File: src/rtl/definitions_pkg.sv
// Shared constants, types and helpers for the Canny line-buffer window store.
package definitions_pkg;

    localparam int unsigned IMAGE_WIDTH = 512;
    localparam int unsigned NUM_LB      = 4;
    localparam int unsigned TAP_W       = 24;

    typedef enum logic {IDLE, RD} lbc_state_t;

    typedef logic [1:0]       lb_sel_t;
    typedef logic [TAP_W-1:0] lb_tap_t;

    typedef struct packed {
        lb_tap_t top;
        lb_tap_t mid;
        lb_tap_t bot;
    } lb_window_t;

    // Buffers sel, sel+1, sel+2 (mod 4) form the active 3-line window.
    function automatic logic [NUM_LB-1:0] rd_mask(input lb_sel_t sel);
        logic [2*NUM_LB-1:0] rot;
        rot = {2{4'b0111}} << sel;
        return rot[2*NUM_LB-1:NUM_LB];
    endfunction

    function automatic lb_tap_t tap_of(input logic [NUM_LB*TAP_W-1:0] taps, input lb_sel_t sel);
        return taps[TAP_W*32'(sel) +: TAP_W];
    endfunction

endpackage

File: src/rtl/line_buffer_ctrl.sv
// Rotating 4-buffer line store controller: steers pixel writes round-robin per
// line and drains three full lines in lockstep as 3x3 windows.
module line_buffer_ctrl #(
    parameter int unsigned IMAGE_WIDTH = definitions_pkg::IMAGE_WIDTH
) (
    input  logic        clk,
    input  logic        rst,
    input  logic [7:0]  i_pixel_data,
    input  logic        i_pixel_valid,
    output logic [7:0]  o_lb_wr_data,
    output logic [3:0]  o_lb_wr_valid,
    output logic [3:0]  o_lb_rd_en,
    input  logic [95:0] i_lb_data,
    output logic [71:0] o_window,
    output logic        o_window_valid,
    output logic        o_intr,
    output logic        o_overflow
);
    import definitions_pkg::*;

    localparam int unsigned PIX_W  = $clog2(IMAGE_WIDTH);
    localparam int unsigned FILL_W = $clog2(4 * IMAGE_WIDTH) + 1;
    localparam int unsigned FULL   = 4 * IMAGE_WIDTH;
    localparam int unsigned THRESH = 3 * IMAGE_WIDTH;

    lbc_state_t        state_q, state_d;
    lb_sel_t           wr_sel_q, wr_sel_d;
    lb_sel_t           rd_sel_q, rd_sel_d;
    logic [PIX_W-1:0]  wr_pix_cnt_q, wr_pix_cnt_d;
    logic [PIX_W-1:0]  rd_pix_cnt_q, rd_pix_cnt_d;
    logic [FILL_W-1:0] fill_cnt_q, fill_cnt_d;
    lb_window_t        window_q, window_d;
    logic              window_valid_q, window_valid_d;
    logic              intr_q, intr_d;
    logic              overflow_q, overflow_d;

    logic full_c;
    logic accept_c;
    logic rd_active_c;

    assign full_c      = (fill_cnt_q == FILL_W'(FULL));
    assign accept_c    = i_pixel_valid & ~full_c;
    assign rd_active_c = (state_q == RD);

    assign o_lb_wr_data   = i_pixel_data;
    assign o_lb_wr_valid  = accept_c ? 4'(4'b0001 << wr_sel_q) : 4'b0000;
    assign o_lb_rd_en     = rd_active_c ? rd_mask(rd_sel_q) : 4'b0000;
    assign o_window       = window_q;
    assign o_window_valid = window_valid_q;
    assign o_intr         = intr_q;
    assign o_overflow     = overflow_q;

    always_ff @(posedge clk or posedge rst) begin
        if (rst) begin
            state_q        <= IDLE;
            wr_sel_q       <= '0;
            rd_sel_q       <= '0;
            wr_pix_cnt_q   <= '0;
            rd_pix_cnt_q   <= '0;
            fill_cnt_q     <= '0;
            window_q       <= '0;
            window_valid_q <= 1'b0;
            intr_q         <= 1'b0;
            overflow_q     <= 1'b0;
        end else begin
            state_q        <= state_d;
            wr_sel_q       <= wr_sel_d;
            rd_sel_q       <= rd_sel_d;
            wr_pix_cnt_q   <= wr_pix_cnt_d;
            rd_pix_cnt_q   <= rd_pix_cnt_d;
            fill_cnt_q     <= fill_cnt_d;
            window_q       <= window_d;
            window_valid_q <= window_valid_d;
            intr_q         <= intr_d;
            overflow_q     <= overflow_d;
        end
    end

    always_comb begin
        state_d        = state_q;
        wr_sel_d       = wr_sel_q;
        rd_sel_d       = rd_sel_q;
        wr_pix_cnt_d   = wr_pix_cnt_q;
        rd_pix_cnt_d   = rd_pix_cnt_q;
        fill_cnt_d     = fill_cnt_q;
        window_d       = window_q;
        window_valid_d = 1'b0;
        intr_d         = 1'b0;
        overflow_d     = overflow_q | (i_pixel_valid & full_c);

        // Write side: a line boundary moves the strobe to the next buffer.
        if (accept_c) begin
            wr_pix_cnt_d = wr_pix_cnt_q + PIX_W'(1);
            if (wr_pix_cnt_q == PIX_W'(IMAGE_WIDTH - 1)) begin
                wr_sel_d = wr_sel_q + 2'd1;
            end
        end

        unique case ({accept_c, rd_active_c})
            2'b10:   fill_cnt_d = fill_cnt_q + FILL_W'(1);
            2'b01:   fill_cnt_d = fill_cnt_q - FILL_W'(1);
            default: fill_cnt_d = fill_cnt_q;
        endcase

        case (state_q)
            IDLE: begin
                if (fill_cnt_q >= FILL_W'(THRESH)) begin
                    state_d = RD;
                end
            end
            RD: begin
                window_d.top   = tap_of(i_lb_data, rd_sel_q);
                window_d.mid   = tap_of(i_lb_data, rd_sel_q + 2'd1);
                window_d.bot   = tap_of(i_lb_data, rd_sel_q + 2'd2);
                window_valid_d = 1'b1;
                rd_pix_cnt_d   = rd_pix_cnt_q + PIX_W'(1);
                // Oldest line fully consumed: release it to the source.
                if (rd_pix_cnt_q == PIX_W'(IMAGE_WIDTH - 1)) begin
                    rd_sel_d = rd_sel_q + 2'd1;
                    intr_d   = 1'b1;
                    state_d  = IDLE;
                end
            end
            default: state_d = IDLE;
        endcase
    end

endmodule

File: config.mk
export PLATFORM = sky130hd
export DESIGN_NAME = line_buffer_ctrl
export DESIGN_NICKNAME = d
export VERILOG_FILES = /design/src/rtl/definitions_pkg.sv /design/src/rtl/line_buffer_ctrl.sv
export SDC_FILE = /design/constraint.sdc
export NUM_CORES = 1
export LEC_CHECK = 0
export BUFFER_PORTS_ARGS = -buffer_cell sky130_fd_sc_hd__buf_2
export CAP_MARGIN = 10
export CELL_PAD_IN_SITES_DETAIL_PLACEMENT = 1
export CELL_PAD_IN_SITES_GLOBAL_PLACEMENT = 2
export CORE_AREA = 2 2 142 144
export DETAILED_ROUTE_END_ITERATION = 6
export DIE_AREA = 0 0 144 146
export PLACE_DENSITY_LB_ADDON = 0.05
export SLEW_MARGIN = 20
export SYNTH_ARGS = -nofsm -noshare
export SYNTH_HDL_FRONTEND = slang
export SYNTH_SLANG_ARGS = --single-unit
File: constraint.sdc
create_clock -name clk -period 9 [get_ports clk]
set_clock_uncertainty 0.2 [all_clocks]
set_input_delay 1.35 -clock clk [delete_from_list [all_inputs] [get_ports clk]]
set_output_delay 1.35 -clock clk [all_outputs]
set_load 0.02 [all_outputs]
======== Word-level counts from Yosys, hierarchy flattened ========
Cells that the tools add are included.
word-level totals
  logic and storage cells ................. 50
  flip-flop bits (word level) ............. 110
  output and inout port bits .............. 91
cells by class
  $mul .................................... 3
  add/subtract/negate cells ............... 7
  equal/unequal tests ..................... 5
  order comparisons ....................... 1
  bitwise logic cells ..................... 5
  shift operators ......................... 5
  muxes and demuxes ....................... 9
  reduce and logical (&&, ||, !) cells .... 3
operator list
  cell                   count
  $shiftx 96x8->24       3
  $pmux 12 s2            1
  $add 9x1->9 const B    2
  $eq 9x9->1 const B     2
  $add 12x1->12 const B  1
  $eq 12x12->1 const B   1
  $ge 12x11->1 const B   1
  $mul 2x2->4 const A    3
  $sub 12x1->12 const B  1
  $mux 4                 2
  $shl 7x2->8 const A    1
  $mux 1                 5
  $add 2x1->2 const B    2
  $reduce_and 2->1       2
  $shl 1x2->4 const A    1
  $add 2x2->2 const B    1
  $and 1x1->1            2
  $eq 2x1->1 const B     1
  $eq 2x2->1 const B     1
  $not 1->1              2
  $pmux 1 s2             1
  $reduce_bool 2->1      1
  $or 1x1->1             1

======== Depth between registers and ports, before layout ========
Gate-level depths: netlist of run 1.
  word-level depth ........................ 5
  gate-level depth with buffers ........... 17
  depth with buffers taken out ............ 12

======== Least setup slack after synthesis of run 1 ========
OpenSTA, ideal clock, no wires.
  kind .................................... in2reg
  start point ............................. in i_pixel_valid
  end point ............................... reg fill_cnt_q[10]
  data arrival time ....................... 4.471 ns
  library setup time ...................... 0.080 ns
  path slack .............................. 4.249 ns
  cell stages on the path ................. 14
  cell sequence ........................... a21boi_1 inv_2 ha_1 clkbuf_1 clkbuf_1 clkbuf_1 xor2_1 ha_1 nor4_1 or4_1 buf_2 or4b_4 a41oi_2 xnor2_1
on the way
  word-level cells in the longest chain between the ends .. 3
  elaborated cells on any way between the ends .. 5
  those cells by class .................... 2 x eq/ne; 1 x mux; 1 x bitwise; 1 x reduce/logical
ends and longest elaborated chain
  element                                           RTL line                RTL
  from (decl)                                       line_buffer_ctrl.sv:9   input logic i_pixel_valid,
  $and 1x1->1 *                                     line_buffer_ctrl.sv:42  assign accept_c = i_pixel_valid & ~full_c;
  $eq 2x1->1 or $eq 2x2->1 (tied branches)          line_buffer_ctrl.sv:99  unique case ({accept_c, rd_active_c})
  $pmux 12 s2 or $reduce_bool 2->1 (tied branches)  -
  to (signal assigned)                              line_buffer_ctrl.sv:71  fill_cnt_q <= fill_cnt_d;
  to (decl)                                         line_buffer_ctrl.sv:31  logic [FILL_W-1:0] fill_cnt_q, fill_cnt_d;
Every way passes the cells marked *; elsewhere a longest branch is shown, timed or not.
A chain may end at the register's enable or synchronous reset.

======== Worst setup path in the final report of run 1 ========
  start point ............................. reg fill_cnt_q[4]
  end point ............................... reg fill_cnt_q[10]
on the way
  word-level cells in the longest chain between the ends .. 5
  elaborated cells on any way between the ends .. 9
  those cells by class .................... 2 x add/sub; 3 x eq/ne; 1 x mux; 2 x bitwise; 1 x reduce/logical
ends and longest elaborated chain
  element
  branches (longest 5 deep; another with $sub 12x1->12)
Several ways; the timed one is not identified.

==> out/results.ini, run 1 <==
[setup_path]
path_max_fanout = 30
crit_path_end_kind = register
required_ps = 9080
reg2reg_slack_ps = 4130
r2r-end = fill_cnt_q[10]$_DFFE_PP0P_
worstPathArrival_ps = 4950
cp-startpoint = fill_cnt_q[4]$_DFFE_PP0P_
r2r_start = fill_cnt_q[4]$_DFFE_PP0P_
rr_worst_depth = 12
start_kind = register
critical_path_class = reg2reg

[floorplanning]
rows = 51
die_area_sq_mm = 0.0210
start_util = 0.345
chipHeight_microns = 146
coreArea_sq_mm = 0.0193
io_pins = 198
die-width_microns = 144

[timing]
tightestPinTransition_ps = 998
max_slew_margin = 0.335
drv_slew = 0
rsz0062_at_grt = no
period_share = 0.541
setup_slack_ps = 4130
finalSetupViolations = 0
tns_ps = 0
final.min_clock_period_ps = 4870
timing.fmax_ghz = 0.205
finalHoldViolations = 0

[global_route]
grt_pass1_vias = 5772
met3_usage = 0.0615
grt_use_met1 = 0.229
antenna_found_initial = 0
grt_use_total = 0.187
grt_overflow = 0
grt_pass1_wl_mm = 30.9
grtUsageMet2 = 0.321
grt_max_degree = 76
top_usage_layer = met2

[cells_and_area]
fill_cells = 2181
nNetsFinal = 867
multi_input_area_sq_mm = 0.00363
drive_gt1_frac = 0.447
ff_latch_area_sq_mm = 0.00276
syn_to_final_growth_pct = 20.2

[hold_path]
min_path_type = reg2reg
whs_endpoint = o_overflow$_DFF_PP0_
min_path_cells = 1
min_from = o_overflow$_DFF_PP0_

[run]
cap_violations = 0

[synth]
synth_edf_count = 0
syn-mean-instance-area_sq_um = 11.1
synthCells = 602
ys_seq_area_frac = 0.413
synth_warnings = 0
synth_ff_type = dfrtp_1
syn-num-nets = 724
synthArstFlopShare = 1.00
netlist_area_sq_mm = 0.00667
synth_cell_types = 62
yosys_register_bits = 110

[power]
p_sw_w = 0.000352
p_per_area_mw_per_mm2 = 148
clockPowerShare = 0.351
p_leak_nw = 3.88
seq_power_share = 0.497
power_frac_comb = 0.152
p_int_w = 0.000833
switching_share = 0.297
vdd_drop_max_mv = 0.101

[clock_network]
cts_tree = built
cts_buffers = 9
cts_resized = 0
clock-sinks = 110
clk_latency_ps = 350
cts_buffer_depth = 2
clk_pin_slew_worst_paths_ps = 70
cts_htree_levels = 3
cts_setup_buffers = 0
root_buffer = clkbuf_16
cts_hold_buf = 0

[placed_design]
port_buffers = 181
pre_cts_slack_ps = 3680
globalplace.congestion = 0.759
hpwl_mm = 13.7

[detailed_routing]
drc_errors = 0
first_pass_iters = 4
avgRoutedWirePerCell_microns = 18.6
detailroute.via_count = 5222
drt-initial-drc-count = 137
ant_nets = 0
vias_per_cell = 5.14
routed_wl_mm = 18.9

[status]
outcome = completed

[power by group through the flow]
stage / registers (W) / logic, W / clock network, W
after CTS: 0.000588 / 0.000183 / 0.000436
final: 0.000588 / 0.000180 / 0.000416
after detailed placement: 0.000597 / 0.000182 / 0
after floorplan: 0.000555 / 0.000164 / 0
after global placement: 0.000593 / 0.000175 / 0
after global routing: 0.000598 / 0.000205 / 0.000454
[sequential cells by signal, summed over array words and instances (netlist names)]
| register | count |
|---|---|
| wr_sel_q | 2 |
| rd_active_c | 1 |
| rd_pix_cnt_q | 9 |
| o_overflow | 1 |
| rd_sel_q | 2 |
| o_window_valid | 1 |
| wr_pix_cnt_q | 9 |
| o_intr | 1 |
| fill_cnt_q | 12 |
| o_window | 72 |
[layer usage]
| metal | wire length [microns] | vias to the layer above |
|---|---|---|
| met1 | 8040 | 2653 |
| met4 | 179 | 0 |
| met5 | 0 | - |
| met2 | 9520 | 108 |
| met3 | 1120 | 13 |
| li1 | - | 2448 |
[cell type report]
type	count	share of cell area
Antenna cell	1	0.000312
Clock buffer	9	0.0281
Clock inverter	6	0.00890
Inverter	10	0.00500
Multi-Input combinational cell	427	0.453
Sequential cell	110	0.344
Tap cell	265	0.0414
Timing Repair Buffer	187	0.119
[cell families (layout without fill, tap and decap cells)]
group	after synthesis	after routing	synth area share
AOI/OAI and AO/OA	92	92	0.0850
DFF	110	110	0.413
buffers and inverters	65	212	0.0428
xor gates and xnor gates	28	28	0.0368
other	0	1	0
and+or+nand+nor	143	143	0.107
adders and majority gates	15	15	0.0281
muxes	149	149	0.287
[cell usage after synthesis, drive strengths merged, types with 3 or more instances]
cell      n  area share
dfrtp   110        0.41
mux2    100        0.17
nand2    73       0.041
o21ai    57       0.043
clkbuf   35       0.020
mux2i    25       0.038
mux4     24       0.081
buf      20       0.017
xnor2    19       0.025
ha       15       0.028
inv       9      0.0051
nor2      9      0.0051
xor2      9       0.012
nand3     8      0.0060
nor2b     8      0.0075
a21oi     5      0.0038
and2      5      0.0047
nand4     5      0.0047
and3      4      0.0038
nand2b    4      0.0038
nor3      4      0.0030
or3       4      0.0038
a31oi     3      0.0028
a32oi     3      0.0039
and4b     3      0.0045
or2       3      0.0028
or4       3      0.0034
[critical path, stage by stage (launching register included)]
cell and delay, ps:
dfrtp_1 540, or4_1 610, nor3_1 300, a21boi_1 300
inv_2 200, ha_2 590, xor2_1 200, ha_1 210
nor4_1 60, or4_1 650, or4b_4 590, a41oi_2 200
xnor2_1 140
[cell usage in the layout (no fill, tap or decap), types with 3 or more instances in the layout]
| master | instances |
|---|---|
| and2_1 | 5 |
| dfrtp_1 | 108 |
| nand2_1 | 73 |
| nor2b_1 | 8 |
| ha_1 | 14 |
| mux2_2 | 99 |
| buf_4 | 6 |
| a31oi_1 | 3 |
| xor2_1 | 9 |
| nor2_1 | 9 |
| mux4_2 | 24 |
| nand2b_1 | 4 |
| nor3_1 | 4 |
| nand3_1 | 8 |
| nand4_1 | 5 |
| or4_1 | 3 |
| and3_1 | 4 |
| mux2i_1 | 25 |
| buf_2 | 181 |
| clkbuf_16 | 9 |
| o21ai_0 | 55 |
| and4b_1 | 3 |
| a32oi_1 | 3 |
| a21oi_1 | 5 |
| or3_1 | 4 |
| xnor2_1 | 19 |
| inv_1 | 7 |
[worst max path at each step]
stage,to,slack (ps),depth (start not counted)
CTS,fill_cnt_q[10]$_DFFE_PP0P_,3740,12
global placement,fill_cnt_q[10]$_DFFE_PP0P_,3820,11
global route,fill_cnt_q[10]$_DFFE_PP0P_,3760,12
detailed placement,fill_cnt_q[10]$_DFFE_PP0P_,3680,11
floorplan,fill_cnt_q[10]$_DFFE_PP0P_,4250,14
finish,fill_cnt_q[10]$_DFFE_PP0P_,4130,12
[per-stage QoR]
step                total power [W]  hold WS (ps)  std cells  instance area, sq um  utilization
global placement           0.000768           250        999                  7710        0.399
global route                0.00126           285       1014                  8010        0.414
finish                      0.00118           270       1015                  8010        0.414
floorplan                  0.000718           199        602                  6670            -
CTS                         0.00121           275       1014                  8010        0.414
detailed placement         0.000779           256        999                  7710        0.399
Note: power is estimated with default switching activity, not from simulation.
==> run 2: changes to the inputs <==
Settings changed: CORE_AREA 2 2 142 144 to 2 2 153 155, DIE_AREA 0 0 144 146 to 0 0 155 157.
Clock period 9 ns to 4.33 ns, I/O delays scaled along.
==> run 2 against run 1 <==
Register-to-register slack got worse by 3800 ps. Combinational power is 150% higher. Sequential share of layout area down 0.36 points. Clock-buffer cell count up 1. Sequential power is 100% higher. Flip-flop and latch count unchanged. Die area rose by 16%. Critical path depth up 1. Hold slack worse by 5.7 ps. First-iteration DRC count grew 0.73%. Critical path type unchanged. Largest cell class unchanged. Largest power group unchanged.
==> out/results.ini, run 2 (same netlist as run 1, synthesis figures left out) <==
[detailed_routing]
detailroute.via_count = 5273  ; +0.98%
drc_errors = 0  ; unchanged
drt-initial-drc-count = 138  ; +0.73%
vias_per_cell = 5.05  ; -1.8%
avgRoutedWirePerCell_microns = 18.9  ; +1.5%
ant_nets = 0  ; unchanged
routed_wl_mm = 19.7  ; +4.4%
first_pass_iters = 4  ; unchanged

[global_route]
grt_max_degree = 67  ; -12%
grt_pass1_vias = 5753  ; -0.33%
grt_pass1_wl_mm = 32.1  ; +3.7%
antenna_found_initial = 1  ; +1
grt_use_total = 0.168  ; -0.0190
grt_overflow = 0  ; unchanged

[clock_network]
cts_hold_buf = 0  ; unchanged
cts_buffers = 9  ; unchanged
clock-sinks = 110  ; unchanged
clk_latency_ps = 360  ; about the same
root_buffer = clkbuf_16
cts_setup_buffers = 0  ; unchanged
cts_buffer_depth = 2  ; unchanged
cts_tree = built
cts_resized = 0  ; unchanged
clk_pin_slew_worst_paths_ps = 80  ; about the same
cts_htree_levels = 3  ; unchanged

[setup_path]
critical_path_class = reg2reg
required_ps = 4350  ; -4730 ps
worstPathArrival_ps = 4020  ; -930 ps
crit_path_end_kind = register
path_max_fanout = 9  ; -70%
start_kind = register

[timing]
setup_slack_ps = 330  ; -3800 ps
drv_slew = 0  ; unchanged
timing.fmax_ghz = 0.250  ; +22%
tightestPinTransition_ps = 1000  ; +2.55 ps
tns_ps = 0  ; unchanged
finalHoldViolations = 0  ; unchanged
final.min_clock_period_ps = 4000  ; -872 ps
max_slew_margin = 0.333  ; -0.00170
period_share = 0.924  ; +0.382
rsz0062_at_grt = no
finalSetupViolations = 0  ; unchanged

[floorplanning]
die_area_sq_mm = 0.0243  ; +16%
rows = 55  ; +7.8%
die-width_microns = 155  ; +7.6%
chipHeight_microns = 157  ; +7.5%
coreArea_sq_mm = 0.0225  ; +16%
io_pins = 198  ; unchanged
start_util = 0.296  ; -0.0485

[hold_path]
min_path_type = in2async

[cells_and_area]
nNetsFinal = 876  ; +1.0%
fill_cells = 2550  ; +17%
antenna_cells = 0  ; -1
drive_gt1_frac = 0.455  ; +0.00728
final_common_cell = buf_2
ff_latch_area_sq_mm = 0.00276  ; about the same
largest_reg_flops = 72  ; unchanged
mostFrequentLayoutCells = buf_2, dfrtp_1, mux2_2
multi_input_area_sq_mm = 0.00363  ; about the same
syn_to_final_growth_pct = 21.5

[power]
p_leak_nw = 3.93  ; +1.3%
p_per_area_mw_per_mm2 = 306  ; +110%
vdd_drop_max_mv = 0.176  ; +74%

[placed_design]
port_buffers = 181  ; unchanged
globalplace.congestion = 0.770  ; +1.5%
hpwl_mm = 14.4  ; +5.3%
pre_cts_slack_ps = 396  ; -3290 ps

[run]
cap_violations = 0  ; unchanged

[status]
outcome = completed

## run 2: worst paths after layout
check                                             from                           to  slack [ps]  cells past startpoint
setup / recovery             fill_cnt_q[5]$_DFFE_PP0P_    fill_cnt_q[8]$_DFFE_PP0P_         330                     13
hold / removal                                     rst     o_window[18]$_DFFE_PP0P_         260                      2
setup reg to reg             fill_cnt_q[5]$_DFFE_PP0P_    fill_cnt_q[8]$_DFFE_PP0P_         330                     13
hold reg to reg            wr_pix_cnt_q[7]$_DFFE_PP0P_  wr_pix_cnt_q[7]$_DFFE_PP0P_         270                      1
max in group asynchronous                          rst     o_window[63]$_DFFE_PP0P_        2760                      3
min in group clk           wr_pix_cnt_q[7]$_DFFE_PP0P_  wr_pix_cnt_q[7]$_DFFE_PP0P_         270                      1
## run 2: area by class of cell
| cell class | instances | area share |
|---|---|---|
| multi-input combinational | 427 | 0.448 |
| tap | 285 | 0.0440 |
| inverter | 10 | 0.00494 |
| clock buffer | 10 | 0.0295 |
| clock inverter | 6 | 0.00695 |
| timing repair buffer | 196 | 0.126 |
| sequential | 110 | 0.341 |
## run 2: critical path, cell delays in order, from the launching register on
cell and delay (ps):
dfrtp_1 480, or4_1 560, nor3_1 300, a21boi_1 150, inv_2 130, ha_1 200, xor2_1 170, ha_1 210
nor4_1 60, or4_1 520, buf_4 190, o21ai_1 180, mux2i_1 90, a2111oi_0 420
## run 2: metal layers
metal | global-route usage | share of wire | wire length (microns)
met4 | 0.0313 | 0.0078 | 153
met5 | 0 | 0 | 0
met3 | 0.0501 | 0.055 | 1090
met2 | 0.291 | 0.50 | 9900
met1 | 0.208 | 0.43 | 8540
## run 2: stage by stage
stage,utilization,area (sq um),power (W),hold slack (ps),std cells
2_1_floorplan,-,6680,0.00149,199,602
3_3_place_gp,0.347,7810,0.00164,253,1028
3_5_place_dp,0.347,7810,0.00165,258,1028
4_1_cts,0.360,8100,0.00253,271,1044
5_1_grt,0.360,8100,0.00263,296,1044
6_report,0.360,8100,0.00248,264,1044
## run 2: power breakdown
part | internal, W | total [W] | switching, W
combinational | 0.000208 | 0.000449 | 0.000241
clock | 0.000418 | 0.000848 | 0.000430
sequential | 0.00109 | 0.00118 | 0.0000908
total | 0.00172 | 0.00248 | 0.000761
==> run 3: changes to the inputs <==
Settings changed: GPL_TIMING_DRIVEN set to 0.
==> run 3 against run 2 <==
Die area did not move. Sequential power barely moved. Hold slack got worse by 110 ps. Flip-flop and latch count did not move. Register-to-register slack got worse by 90 ps. Total power rose by 2.1%. First-iteration DRC count rose by 22%. Largest power group unchanged.
==> out/results.ini, run 3 (same netlist as run 1, synthesis figures left out) <==
[global_route]
antenna_found_initial = 5  ; +4
grt_pass1_wl_mm = 35.4  ; +10%
grt_max_degree = 59  ; -12%
grt_pass1_vias = 6211  ; +8.0%
grt_overflow = 0  ; unchanged
grt_use_total = 0.191  ; +0.0230

[floorplanning]
coreArea_sq_mm = 0.0225  ; unchanged
die-width_microns = 155  ; unchanged
rows = 55  ; unchanged
chipHeight_microns = 157  ; unchanged
die_area_sq_mm = 0.0243  ; unchanged
start_util = 0.296  ; unchanged
io_pins = 198  ; unchanged

[clock_network]
clk_pin_slew_worst_paths_ps = 80  ; about the same
clock-sinks = 110  ; unchanged
cts_buffer_depth = 2  ; unchanged
clk_latency_ps = 360  ; about the same
cts_buffers = 9  ; unchanged
root_buffer = clkbuf_16
cts_tree = built
cts_htree_levels = 3  ; unchanged

[setup_path]
cp_common_cell = buf_4
path_max_fanout = 28  ; +19
cp-startpoint = fill_cnt_q[3]$_DFFE_PP0P_
crit_chain = buf_4, or4_4, nor3_4, a21boi_2, inv_2, ha_4, clkbuf_16, xor2_1, ha_2, nor4_1, or4_1, buf_4, or4b_4, a41oi_2, xnor2_1
critPathMaxStageDelay_ps = 580  ; +20 ps
critical_path_class = reg2reg
start_kind = register
crit_path_end_kind = register
worstPathArrival_ps = 4170  ; +150 ps
required_ps = 4420  ; +70 ps
r2r_start = fill_cnt_q[3]$_DFFE_PP0P_
slowest_stage = or4_4
path_buf_inv = 4  ; +2
crit_family = simple AND/OR/NAND/NOR gates

[timing]
period_share = 0.944  ; +0.0198
max_slew_margin = 0.363  ; +0.0298
rsz0062_at_grt = no
final.min_clock_period_ps = 4090  ; +85.8 ps
hold_slack_ps = 153  ; -111 ps
finalHoldViolations = 0  ; unchanged
finalSetupViolations = 0  ; unchanged
timing.fmax_ghz = 0.245  ; -2.1%
tns_ps = 0  ; unchanged
tightestPinTransition_ps = 956  ; -44.6 ps
drv_slew = 0  ; unchanged

[detailed_routing]
detailroute.via_count = 5518  ; +4.6%
drt-initial-drc-count = 169  ; +22%
drc_errors = 0  ; unchanged
vias_per_cell = 5.05  ; about the same
ant_nets = 0  ; unchanged
routed_wl_mm = 22.7  ; +15%
avgRoutedWirePerCell_microns = 20.8  ; +10%
first_pass_iters = 4  ; unchanged

[cells_and_area]
mostFrequentLayoutCells = buf_2, dfrtp_1, mux2_2
nNetsFinal = 923  ; +5.4%
final_common_cell = buf_2
utilization = 0.372  ; +0.0124
drive_gt1_frac = 0.449  ; -0.00541
syn_to_final_growth_pct = 25.7
largest_reg_flops = 72  ; unchanged

[power]
p_per_area_mw_per_mm2 = 302  ; -1.3%
p_leak_nw = 4.05  ; +3.2%
vdd_drop_max_mv = 0.164  ; -6.9%

[placed_design]
port_buffers = 189  ; +4.4%
globalplace.congestion = 0.783  ; +1.7%
hpwl_mm = 17.2  ; +20%

[hold_path]
min_path_type = in2async

[status]
outcome = completed

[run]
cap_violations = 0  ; unchanged

## run 3: area by class of cell
| type | instances | area (sq um) |
|---|---|---|
| diodes | 2 | 5.00 |
| plain buffers | 51 | 262 |
| clock buffers | 10 | 239 |
| clock inverters | 6 | 61.3 |
| fillers | 2534 | 14100 |
| inverters | 10 | 42.5 |
| multi-input cells | 427 | 3670 |
| flip-flops and latches | 110 | 2750 |
| well taps | 285 | 357 |
| repair buffers | 192 | 992 |
## run 3: through the flow
step | power (W) | std cells | area (sq um) | setup slack, ps
after floorplan | 0.00149 | 602 | 6680 | 2.76
after global placement | 0.00165 | 1076 | 7980 | -1200
after detailed placement | 0.00167 | 1077 | 8010 | -679
after CTS | 0.00258 | 1091 | 8350 | 8.78
after global routing | 0.00268 | 1092 | 8380 | 39.1
final | 0.00253 | 1093 | 8380 | 244
## run 3: power by group
part           total [W]  internal (W)  switching [W]
Combinational   0.000505      0.000223       0.000282
Sequential       0.00116       0.00109      0.0000653
Clock           0.000870      0.000423       0.000447
Total            0.00253       0.00174       0.000794
## run 3: routing by layer
layer,track usage,vias to the layer above,share of wire
met4,0.0498,6,0.018
met3,0.0515,30,0.053
met5,0,-,0.0015
li1,-,2559,-
met1,0.218,2794,0.41
met2,0.352,129,0.52
## run 3: path summary, 6_finish.rpt
path                                                    to  slack (ps)  cells past startpoint
worst max-delay path            fill_cnt_q[10]$_DFFE_PP0P_         240                     15
worst min-delay path              o_window[42]$_DFFE_PP0P_         150                      2
worst max register to register  fill_cnt_q[10]$_DFFE_PP0P_         240                     15
worst min register to register        o_overflow$_DFF_PP0_         260                      1
max in group asynchronous         o_window[57]$_DFFE_PP0P_        3070                      3
min in group clk                      o_overflow$_DFF_PP0_         260                      1
## run 3: worst reg2reg max path: cells and delay by family, from the launching register on
kind	cells	cell delay, ps
buffers and inverters	4	660
AO/OA/AOI/OAI	2	270
AND/OR/NAND/NOR	5	1830
XOR/XNOR	2	310
adder cells (fa/ha/maj)	2	370
flip-flops	1	380
## run 3: what timing repair did
item	CTS	global route
resized for setup	13	3
buffers inserted	0	1
pin swaps	0	2
setup endpoints to repair	23	21
hold buffers	0	0
